==> config.mk <==
export PLATFORM = sky130hd
export DESIGN_NAME = pid_derivative_term_flat
export DESIGN_NICKNAME = d
export VERILOG_FILES = /design/src/rtl/pid_derivative_term_if.sv /design/src/rtl/pid_derivative_term.sv /design/src/flat_wrapper.sv
export SDC_FILE = /design/constraint.sdc
export NUM_CORES = 1
export LEC_CHECK = 0
export ABC_CLOCK_PERIOD_IN_PS = 11800
export BUFFER_PORTS_ARGS = -buffer_cell sky130_fd_sc_hd__buf_2
export CAP_MARGIN = 20
export CORE_ASPECT_RATIO = 1.5
export CORE_MARGIN = 5
export CORE_UTILIZATION = 55
export DETAILED_ROUTE_END_ITERATION = 10
export PLACE_DENSITY = 0.84
export SYNTH_ARGS = -nofsm -noshare
export SYNTH_HDL_FRONTEND = slang
export SYNTH_SLANG_ARGS = --single-unit
export TNS_END_PERCENT = 1
==> constraint.sdc <==
create_clock -name Clk_G -period 11.8 [get_ports Clk_G]
set_clock_uncertainty 0.1 [all_clocks]
set_input_delay 0.59 -clock Clk_G [delete_from_list [all_inputs] [get_ports Clk_G]]
set_output_delay 0.59 -clock Clk_G [all_outputs]
set_load 0.05 [all_outputs]
==> src/rtl/pid_derivative_term_if.sv <==
// Sample/result bundle between the servo error source and the D-term stage.
// master drives the sample and strobe and reads the product. slave is the D-term block.
interface pid_derivative_term_if #(
    parameter int cant_bits = 13
);
    logic signed [cant_bits-1:0]   Pot;
    logic                          Rx_En;
    logic signed [2*cant_bits-1:0] R_Mul_D;

    modport master (output Pot, output Rx_En, input R_Mul_D);
    modport slave  (input Pot, input Rx_En, output R_Mul_D);
endinterface

==> src/rtl/pid_derivative_term.sv <==
// PID derivative term: saturated first difference of the error sample, multiplied by KD
// with a sequential shift-add multiplier.
//
//  state  | meaning
//  IDLE   | waiting for Rx_En; capture sample, load multiplier operands
//  MUL    | one shift-add step per cycle, cant_bits steps
//  DONE   | apply sign and register the product on R_Mul_D
module pid_derivative_term #(
    parameter int                          cant_bits = 13,
    parameter logic signed [cant_bits-1:0] KD        = 13'sd3
) (
    input  logic                  Clk_G,
    input  logic                  Rst_G,
    pid_derivative_term_if.slave  bus
);
    localparam int N  = cant_bits;
    localparam int CW = $clog2(N + 1);
    localparam logic [N-1:0]  KD_MAG   = KD[N-1] ? N'(-KD) : N'(KD);
    localparam logic [CW-1:0] CNT_LAST = CW'(N - 1);

    typedef enum logic [1:0] {S_IDLE, S_MUL, S_DONE} state_t;

    state_t                state_q;
    logic signed [N-1:0]   prev_q;
    logic signed [N-1:0]   diff_q;
    logic [2*N-1:0]        mcand_q;
    logic [2*N-1:0]        acc_q;
    logic [N-1:0]          mplier_q;
    logic [CW-1:0]         cnt_q;
    logic signed [2*N-1:0] r_mul_q;

    logic signed [N:0]     sub_d;
    logic signed [N-1:0]   diff_d;
    logic [N-1:0]          diff_mag_d;

    always_comb begin
        sub_d = {bus.Pot[N-1], bus.Pot} - {prev_q[N-1], prev_q};
        if (sub_d[N] != sub_d[N-1])
            diff_d = sub_d[N] ? {1'b1, {(N-1){1'b0}}} : {1'b0, {(N-1){1'b1}}};
        else
            diff_d = sub_d[N-1:0];
        // -(-2^(N-1)) wraps to the same bit pattern, which reads correctly as unsigned 2^(N-1)
        diff_mag_d = diff_d[N-1] ? N'(-diff_d) : N'(diff_d);
    end

    always_ff @(posedge Clk_G or posedge Rst_G) begin
        if (Rst_G) begin
            state_q  <= S_IDLE;
            prev_q   <= '0;
            diff_q   <= '0;
            mcand_q  <= '0;
            acc_q    <= '0;
            mplier_q <= '0;
            cnt_q    <= '0;
            r_mul_q  <= '0;
        end else begin
            case (state_q)
                S_IDLE: begin
                    if (bus.Rx_En) begin
                        diff_q   <= diff_d;
                        prev_q   <= bus.Pot;
                        mcand_q  <= {{N{1'b0}}, diff_mag_d};
                        mplier_q <= KD_MAG;
                        acc_q    <= '0;
                        cnt_q    <= '0;
                        state_q  <= S_MUL;
                    end
                end
                S_MUL: begin
                    if (mplier_q[0])
                        acc_q <= acc_q + mcand_q;
                    mcand_q  <= mcand_q << 1;
                    mplier_q <= mplier_q >> 1;
                    cnt_q    <= cnt_q + 1'b1;
                    if (cnt_q == CNT_LAST)
                        state_q <= S_DONE;
                end
                S_DONE: begin
                    // diff_q keeps the captured sign, so it doubles as the result-sign record
                    r_mul_q <= (diff_q[N-1] ^ KD[N-1]) ? -acc_q : acc_q;
                    state_q <= S_IDLE;
                end
                default: state_q <= S_IDLE;
            endcase
        end
    end

    assign bus.R_Mul_D = r_mul_q;
endmodule

==> src/flat_wrapper.sv <==
// flat-port wrapper written by rule: the top's interface ports become plain ports
module pid_derivative_term_flat 
#(
    parameter int                          cant_bits = 13,
    parameter logic signed [cant_bits-1:0] KD        = 13'sd3
)
  (Clk_G, Rst_G, bus_Pot, bus_Rx_En, bus_R_Mul_D);
  pid_derivative_term_if #(.cant_bits(cant_bits)) bus_i ();
  input  logic Clk_G;
  input  logic Rst_G;
  input wire logic [$bits(bus_i.Pot)-1:0] bus_Pot;
  input wire logic [$bits(bus_i.Rx_En)-1:0] bus_Rx_En;
  output wire logic [$bits(bus_i.R_Mul_D)-1:0] bus_R_Mul_D;
  assign bus_i.Pot = bus_Pot;
  assign bus_i.Rx_En = bus_Rx_En;
  assign bus_R_Mul_D = bus_i.R_Mul_D;
  pid_derivative_term #(.cant_bits(cant_bits), .KD(KD)) u_core (.Clk_G(Clk_G), .Rst_G(Rst_G), .bus(bus_i));
endmodule
* Word level (Yosys, flattened, before mapping) *
Index checks and enable logic that the tools add are counted.

storage, ports and cells
  register bits = 123
  input bits = 16
  logic and storage cells = 42

operators by class
  add/subtract/negate cells = 5
  eq/ne operators = 7
  muxes and demuxes = 16
  reduce and logical (&&, ||, !) cells = 6

operators with widths
  cell                                           number
  two-way mux 26 bit                             4
  case mux 26 bit (2 select lines)               2
  two-way mux 13 bit                             4
  adder 26 bit                                   1
  negator 26 bit                                 1
  case mux 13 bit (2 select lines)               1
  subtractor 13 x 13 -> 14 bit                   1
  negator 13 bit                                 1
  case mux 4 bit (2 select lines)                1
  AND reduction 2 bit                            3
  adder 4 x 1 -> 4 bit, second input constant    1
  == test 4 bit, second input constant           1
  two-way mux 2 bit                              2
  two-way mux 4 bit                              1
  != test 2 x 1 -> 1 bit, second input constant  2
  case mux 2 bit (2 select lines)                1
  AND reduction 3 bit                            1
  == test 2 x 1 -> 1 bit, second input constant  1
  == test 2 bit, second input constant           1
  zero test 2 bit                                1
  != test 2 bit, second input constant           1
  nonzero test 2 bit                             1
  != test 1 bit                                  1

* Depth between registers and ports, before layout *
  depth after elaboration = 7
  depth in mapped cells = 19
  depth with buffers taken out = 19

* Least setup slack after synthesis *
No wires, ideal clock.

  path type = input -> register
  from = in bus_Pot[0]
  to = reg u_core.mcand_q[10]
  setup time = 135 ps
  arrival time = 4,528 ps
  path slack = 7,037 ps
  cell stages on the path = 19
  cell sequence = inv_1 -> ha_1 -> fa_1 -> nor2b_4 -> o2111a_1 -> or3_4 -> a311o_1 -> xnor2_1 -> ha_1 -> nor3_1 -> nand2_1 -> o21a_1 -> ha_1 -> a21bo_2 -> or3b_2 -> nor4_1 -> a31oi_1 -> xnor2_1 -> a21oi_1

between the ends
  cells in the longest elaborated chain, start to end = 7

RTL lines
  element                                              RTL line                                              RTL
  start, declared                                      flat_wrapper.sv:11                                    input wire logic [$bits(bus_i.Pot)-1:0] bus_Pot;
  subtractor 13 x 13 -> 14 bit (*)                     pid_derivative_term.sv:37                             sub_d = {bus.Pot[N-1], bus.Pot} - {prev_q[N-1], prev_q};
  two-way mux 13 bit or != test 1 bit (tied branches)  pid_derivative_term.sv:39, pid_derivative_term.sv:38
  two-way mux 13 bit (*)                               pid_derivative_term.sv:38                             if (sub_d[N] != sub_d[N-1])
  negator 13 bit                                       pid_derivative_term.sv:43                             diff_mag_d = diff_d[N-1] ? N'(-diff_d) : N'(diff_d);
  two-way mux 13 bit (*)                               pid_derivative_term.sv:43
  two-way mux 26 bit (*)                               pid_derivative_term.sv:59                             if (bus.Rx_En) begin
  case mux 26 bit (2 select lines) (*)                 pid_derivative_term.sv:57                             case (state_q)
  end signal, assigned                                 pid_derivative_term.sv:62                             mcand_q <= {{N{1'b0}}, diff_mag_d};
  end signal, assigned                                 pid_derivative_term.sv:72                             mcand_q <= mcand_q << 1;
  end, declared                                        pid_derivative_term.sv:26                             logic [2*N-1:0] mcand_q;

Mark *: on every way between the ends. The rest lies on a longest branch, timed or not. The select of a mux whose other input is x is not followed.
A chain may end at the register's enable or synchronous reset.

* Final worst setup path *
Ends and elaborated chain as after synthesis.

==> impl.org <==
** Yosys
- Of the synthesized area, sequential elements account for 0.3892.
- Top post-synthesis cells by count :: sky130_fd_sc_hd__nand2_1 (108), sky130_fd_sc_hd__o21ai_0 (103), sky130_fd_sc_hd__dfrtp_1 (100), sky130_fd_sc_hd__ha_1 (43), sky130_fd_sc_hd__xor2_1 (37)
- Fraction of synthesized cell area taken by the top area cell type :: 0.3892
- Yosys mapped a number of flops with a built-in enable equal to 0.
- Yosys printed 0 warnings.
- After synthesis the cells add up to about 0.0064 mm^2.
- Ys async rst share :: 1.000
- Net Count, Synth :: 793
- In the post-synthesis netlist, the biggest area contributors are sky130_fd_sc_hd__dfrtp_1 (39%), sky130_fd_sc_hd__ha_1 (8.4%), sky130_fd_sc_hd__o21ai_0 (8.0%).
- Cells after Synth :: 732
- Cell variety after synth :: 62
- The largest total area in the synthesized netlist belongs to sky130_fd_sc_hd__dfrtp_1.
- In the synthesized netlist the dominant register cell turns out to be sky130_fd_sc_hd__dfrtp_1.
- Cell with the most instances after synthesis :: sky130_fd_sc_hd__nand2_1
- Averaged over all synthesized cells, the footprint is 8.784 um^2.
- Number of flip-flops and latches in the synthesized netlist :: 100

** Floorplan
- The floorplan step defined a core boundary enclosing 0.01147 mm^2.
- For this configuration, the core starts out at a cell density of 0.5605.
- The die covers between 0.01 and 0.015 mm^2.
- From left edge to right edge, the die measures roughly 100 um.
- The die is 142.4 um tall.
- Row generation in the floorplan step produced 48 rows.
- Ports :: 42

** Detailed routing
- Detailed routing inserted a total of 5,409 vias.
- Number of antenna-violating nets in the routed design :: 0
- The first detailed-routing pass ran for 5 iterations.
- Wire length per cell after detailed routing :: around 15 um
- DRC viols :: 0
- After the first detailed-routing iteration, the DRC count stood at 249.
- Wires add up to 13,800 um.
- Detail-routed via count per cell :: about 5.9

** GRT
- Entering global routing, the biggest net connects 75 pins.
- Global-route wire length before repair :: between 20,000 and 25,000 um
- In the global route stage, overall resource usage came out at 0.2066.
- The number of antenna violations at the first check in global routing is 0.
- Gr ovfl total :: 0
- The via count of the first global-routing pass came to 5,448.

** Clock network
- Post-CTS setup buffer count :: 0
- The cell sitting at the root of the clock tree is a sky130_fd_sc_hd__clkbuf_16.
- Inserted Clock Buffers :: 9
- Number of levels the H-tree was split into :: 3
- For the worst-skew pair, the clock arrives at the later sink with an insertion delay of 0.34 ns.
- CTS Hold Buffers Added :: 0
- Clock-pin slew was measured on the worst setup and hold paths at 0.07 ns.
- The tree built by TritonCTS fans out to 100 sinks.
- Deepest clock path buffer count :: 2
- TritonCTS built the clock tree.
- After clock tree synthesis, the repair step resized 0 gates.

** Timing
- The worst pin sits at a relative slew slack of 0.3772.
- The number of hold-slack violations in the final timing report came to 0.
- Highest clock frequency the design can meet :: 191.5 MHz
- Number of failing setup endpoints in the final timing report :: 0
- Count of pins over their slew limit :: 0
- Setup TNS :: 0 ns
- Final cycle utilization of the critical path :: 0.4425
- Setup slack on the critical path of the routed design comes to between 6 and 7 ns.
- Min Tclk post-route :: 5.222 ns
- Unrepaired setup endpoints after global routing :: false
- Transition at the pin with the smallest max-transition slack :: approximately 0.93 ns

** Critical path
- Crit path to :: u_core.mcand_q[10]
- The number of cells on the worst reg-to-reg path is 18.
- STA puts the critical path data required time at 11.91 ns.
- STA classifies the critical path startpoint as an input port.
- Crit path arrival time :: 5.33 ns
- R2r startpoint :: u_core.prev_q[4]
- The worst register-to-register path ends at u_core.mcand_q[10].
- Start-to-end type of the worst setup path :: input port to flop
- STA classifies the critical path endpoint as a flop.
- Setup slack on the worst reg-to-reg path comes out at around 6.6 ns.
- Beginning of the critical path :: bus_Pot[0]
- Critical path peak fanout :: 13

** Finish
- The layout has 989 filler cells.
- Of the cells placed in the final design, the portion with a size suffix greater than 1 is 0.09909.
- For this run, the post-layout net count is 823.
- Once layout is complete, the utilization of the core stands at 0.6161.
- The finished cells cover 0.007067 mm^2.
- Area grow syn2layout :: 9.905%
- The repair_antennas step left the layout with diodes totalling 0.

** Placement
- Detail Placement HPWL :: 10,580 um
- Routability-driven placement congestion ratio :: ~0.9
- Buffers placed on the I/O ports in this run total between 40 and 50.
- Before CTS, the worst setup slack after placement is 6.305 ns.
- Cell area reported after detailed placement :: ~0.0068 mm^2

** Status
- The run finished with clean final reports.

** Job
- Maxcap violations :: 0

** Min path
- Class of the tightest hold or removal check :: input port to asynchronous set/reset pin
## final cells by class
| cell class | instances | area, um^2 | area share |
|---|---|---|---|
| repair buffers | 47 | 250.2 | 0.03541 |
| clock buffers | 13 | 260.3 | 0.03683 |
| multi-input cells | 569 | 3689 | 0.5220 |
| inverters | 35 | 133.9 | 0.01894 |
| clock inverters | 3 | 43.79 | 0.006197 |
| well taps | 150 | 187.7 | 0.02656 |
| flip-flops and latches | 100 | 2502 | 0.3541 |
## layout by cell type, fill, tap and decap left out, types with 3 or more instances in the layout
cell type,n
sky130_fd_sc_hd__a22oi_1,6
sky130_fd_sc_hd__a21o_1,16
sky130_fd_sc_hd__nand2b_1,8
sky130_fd_sc_hd__nor3_1,7
sky130_fd_sc_hd__inv_1,34
sky130_fd_sc_hd__or4_1,5
sky130_fd_sc_hd__o21a_1,5
sky130_fd_sc_hd__nor2b_1,6
sky130_fd_sc_hd__or3_1,8
sky130_fd_sc_hd__o22ai_1,6
sky130_fd_sc_hd__and2_1,4
sky130_fd_sc_hd__o21ai_0,102
sky130_fd_sc_hd__o21bai_1,6
sky130_fd_sc_hd__a31oi_1,7
sky130_fd_sc_hd__xor2_1,37
sky130_fd_sc_hd__o31a_1,5
sky130_fd_sc_hd__buf_4,6
sky130_fd_sc_hd__nand4_1,6
sky130_fd_sc_hd__a211oi_1,4
sky130_fd_sc_hd__buf_2,41
sky130_fd_sc_hd__dfrtp_1,100
sky130_fd_sc_hd__ha_1,43
sky130_fd_sc_hd__nand2_1,108
sky130_fd_sc_hd__nand3b_1,3
sky130_fd_sc_hd__nor4_1,7
sky130_fd_sc_hd__o31ai_1,12
sky130_fd_sc_hd__o41ai_1,5
sky130_fd_sc_hd__and3_1,4
sky130_fd_sc_hd__or2_2,3
sky130_fd_sc_hd__mux2i_1,3
sky130_fd_sc_hd__a22o_1,13
sky130_fd_sc_hd__nand3_1,9
sky130_fd_sc_hd__a21oi_1,33
sky130_fd_sc_hd__nor2_1,34
sky130_fd_sc_hd__clkbuf_16,9
sky130_fd_sc_hd__xnor2_1,18
## kinds of logic (layout without fill, tap and decap cells)
| family | Yosys count | after routing | synth area share |
|---|---|---|---|
| AOI/OAI and AO/OA | 244 | 244 | 0.2397 |
| xor gates and xnor gates | 55 | 55 | 0.07492 |
| adders and majority gates | 45 | 45 | 0.08990 |
| buffers and inverters | 63 | 98 | 0.03794 |
| DFF | 100 | 100 | 0.3892 |
| muxes | 3 | 3 | 0.004670 |
| and+or+nand+nor | 222 | 222 | 0.1637 |
## state kept, by name, indices dropped and copies added, names as in the netlist
signal	flops
u_core.acc_q	26
u_core.bus.R_Mul_D	26
u_core.mcand_q	26
u_core.prev_q	13
u_core.cnt_q	4
u_core.mplier_q	2
u_core.state_q	2
u_core.diff_q	1
## layer usage
layer,part of all wire,track usage,up-vias
li1,-,-,2695
met1,0.40,0.2215,2555
met2,0.54,0.3947,130
met3,0.039,0.04071,29
met4,0.021,0.07914,0
met5,0,0,-
## critical path, cell delays in order
cell and delay (ns):
sky130_fd_sc_hd__buf_2 0.10, sky130_fd_sc_hd__inv_1 0.06, sky130_fd_sc_hd__ha_1 0.20, sky130_fd_sc_hd__fa_1 0.24, sky130_fd_sc_hd__nor2b_4 0.07, sky130_fd_sc_hd__o2111a_1 0.26, sky130_fd_sc_hd__or3_4 0.39, sky130_fd_sc_hd__a311o_1 0.38
sky130_fd_sc_hd__xnor2_1 0.15, sky130_fd_sc_hd__ha_1 0.51, sky130_fd_sc_hd__nor3_1 0.14, sky130_fd_sc_hd__nand2_1 0.23, sky130_fd_sc_hd__o21a_1 0.20, sky130_fd_sc_hd__ha_1 0.17, sky130_fd_sc_hd__a21bo_2 0.24, sky130_fd_sc_hd__or3b_2 0.51
sky130_fd_sc_hd__nor4_1 0.44, sky130_fd_sc_hd__a31oi_1 0.17, sky130_fd_sc_hd__xnor2_1 0.18, sky130_fd_sc_hd__a21oi_1 0.08
## metrics by stage
stage	hold WS, ns	std cells
after global routing	0.1420	917
after detailed placement	0.3647	901
after global placement	0.3554	901
final	0.1142	917
after floorplan	0.3495	732
after CTS	0.1173	917
## worst min-delay path by stage
stage / start / end / slack, ns / cells after the start
floorplan: u_core.cnt_q[3] / u_core.cnt_q[3] / 0.35 / 1
global placement: u_core.bus.R_Mul_D[13] / u_core.bus.R_Mul_D[13] / 0.36 / 2
detailed placement: u_core.bus.R_Mul_D[19] / u_core.bus.R_Mul_D[19] / 0.36 / 2
CTS: Rst_G / u_core.bus.R_Mul_D[3] / 0.12 / 2
global route: Rst_G / u_core.bus.R_Mul_D[3] / 0.14 / 2
finish: Rst_G / u_core.bus.R_Mul_D[3] / 0.11 / 2
Power is left out: the tool's default activity adds up to more than one toggle a clock period on the data nets, which glitch-free logic cannot reach.
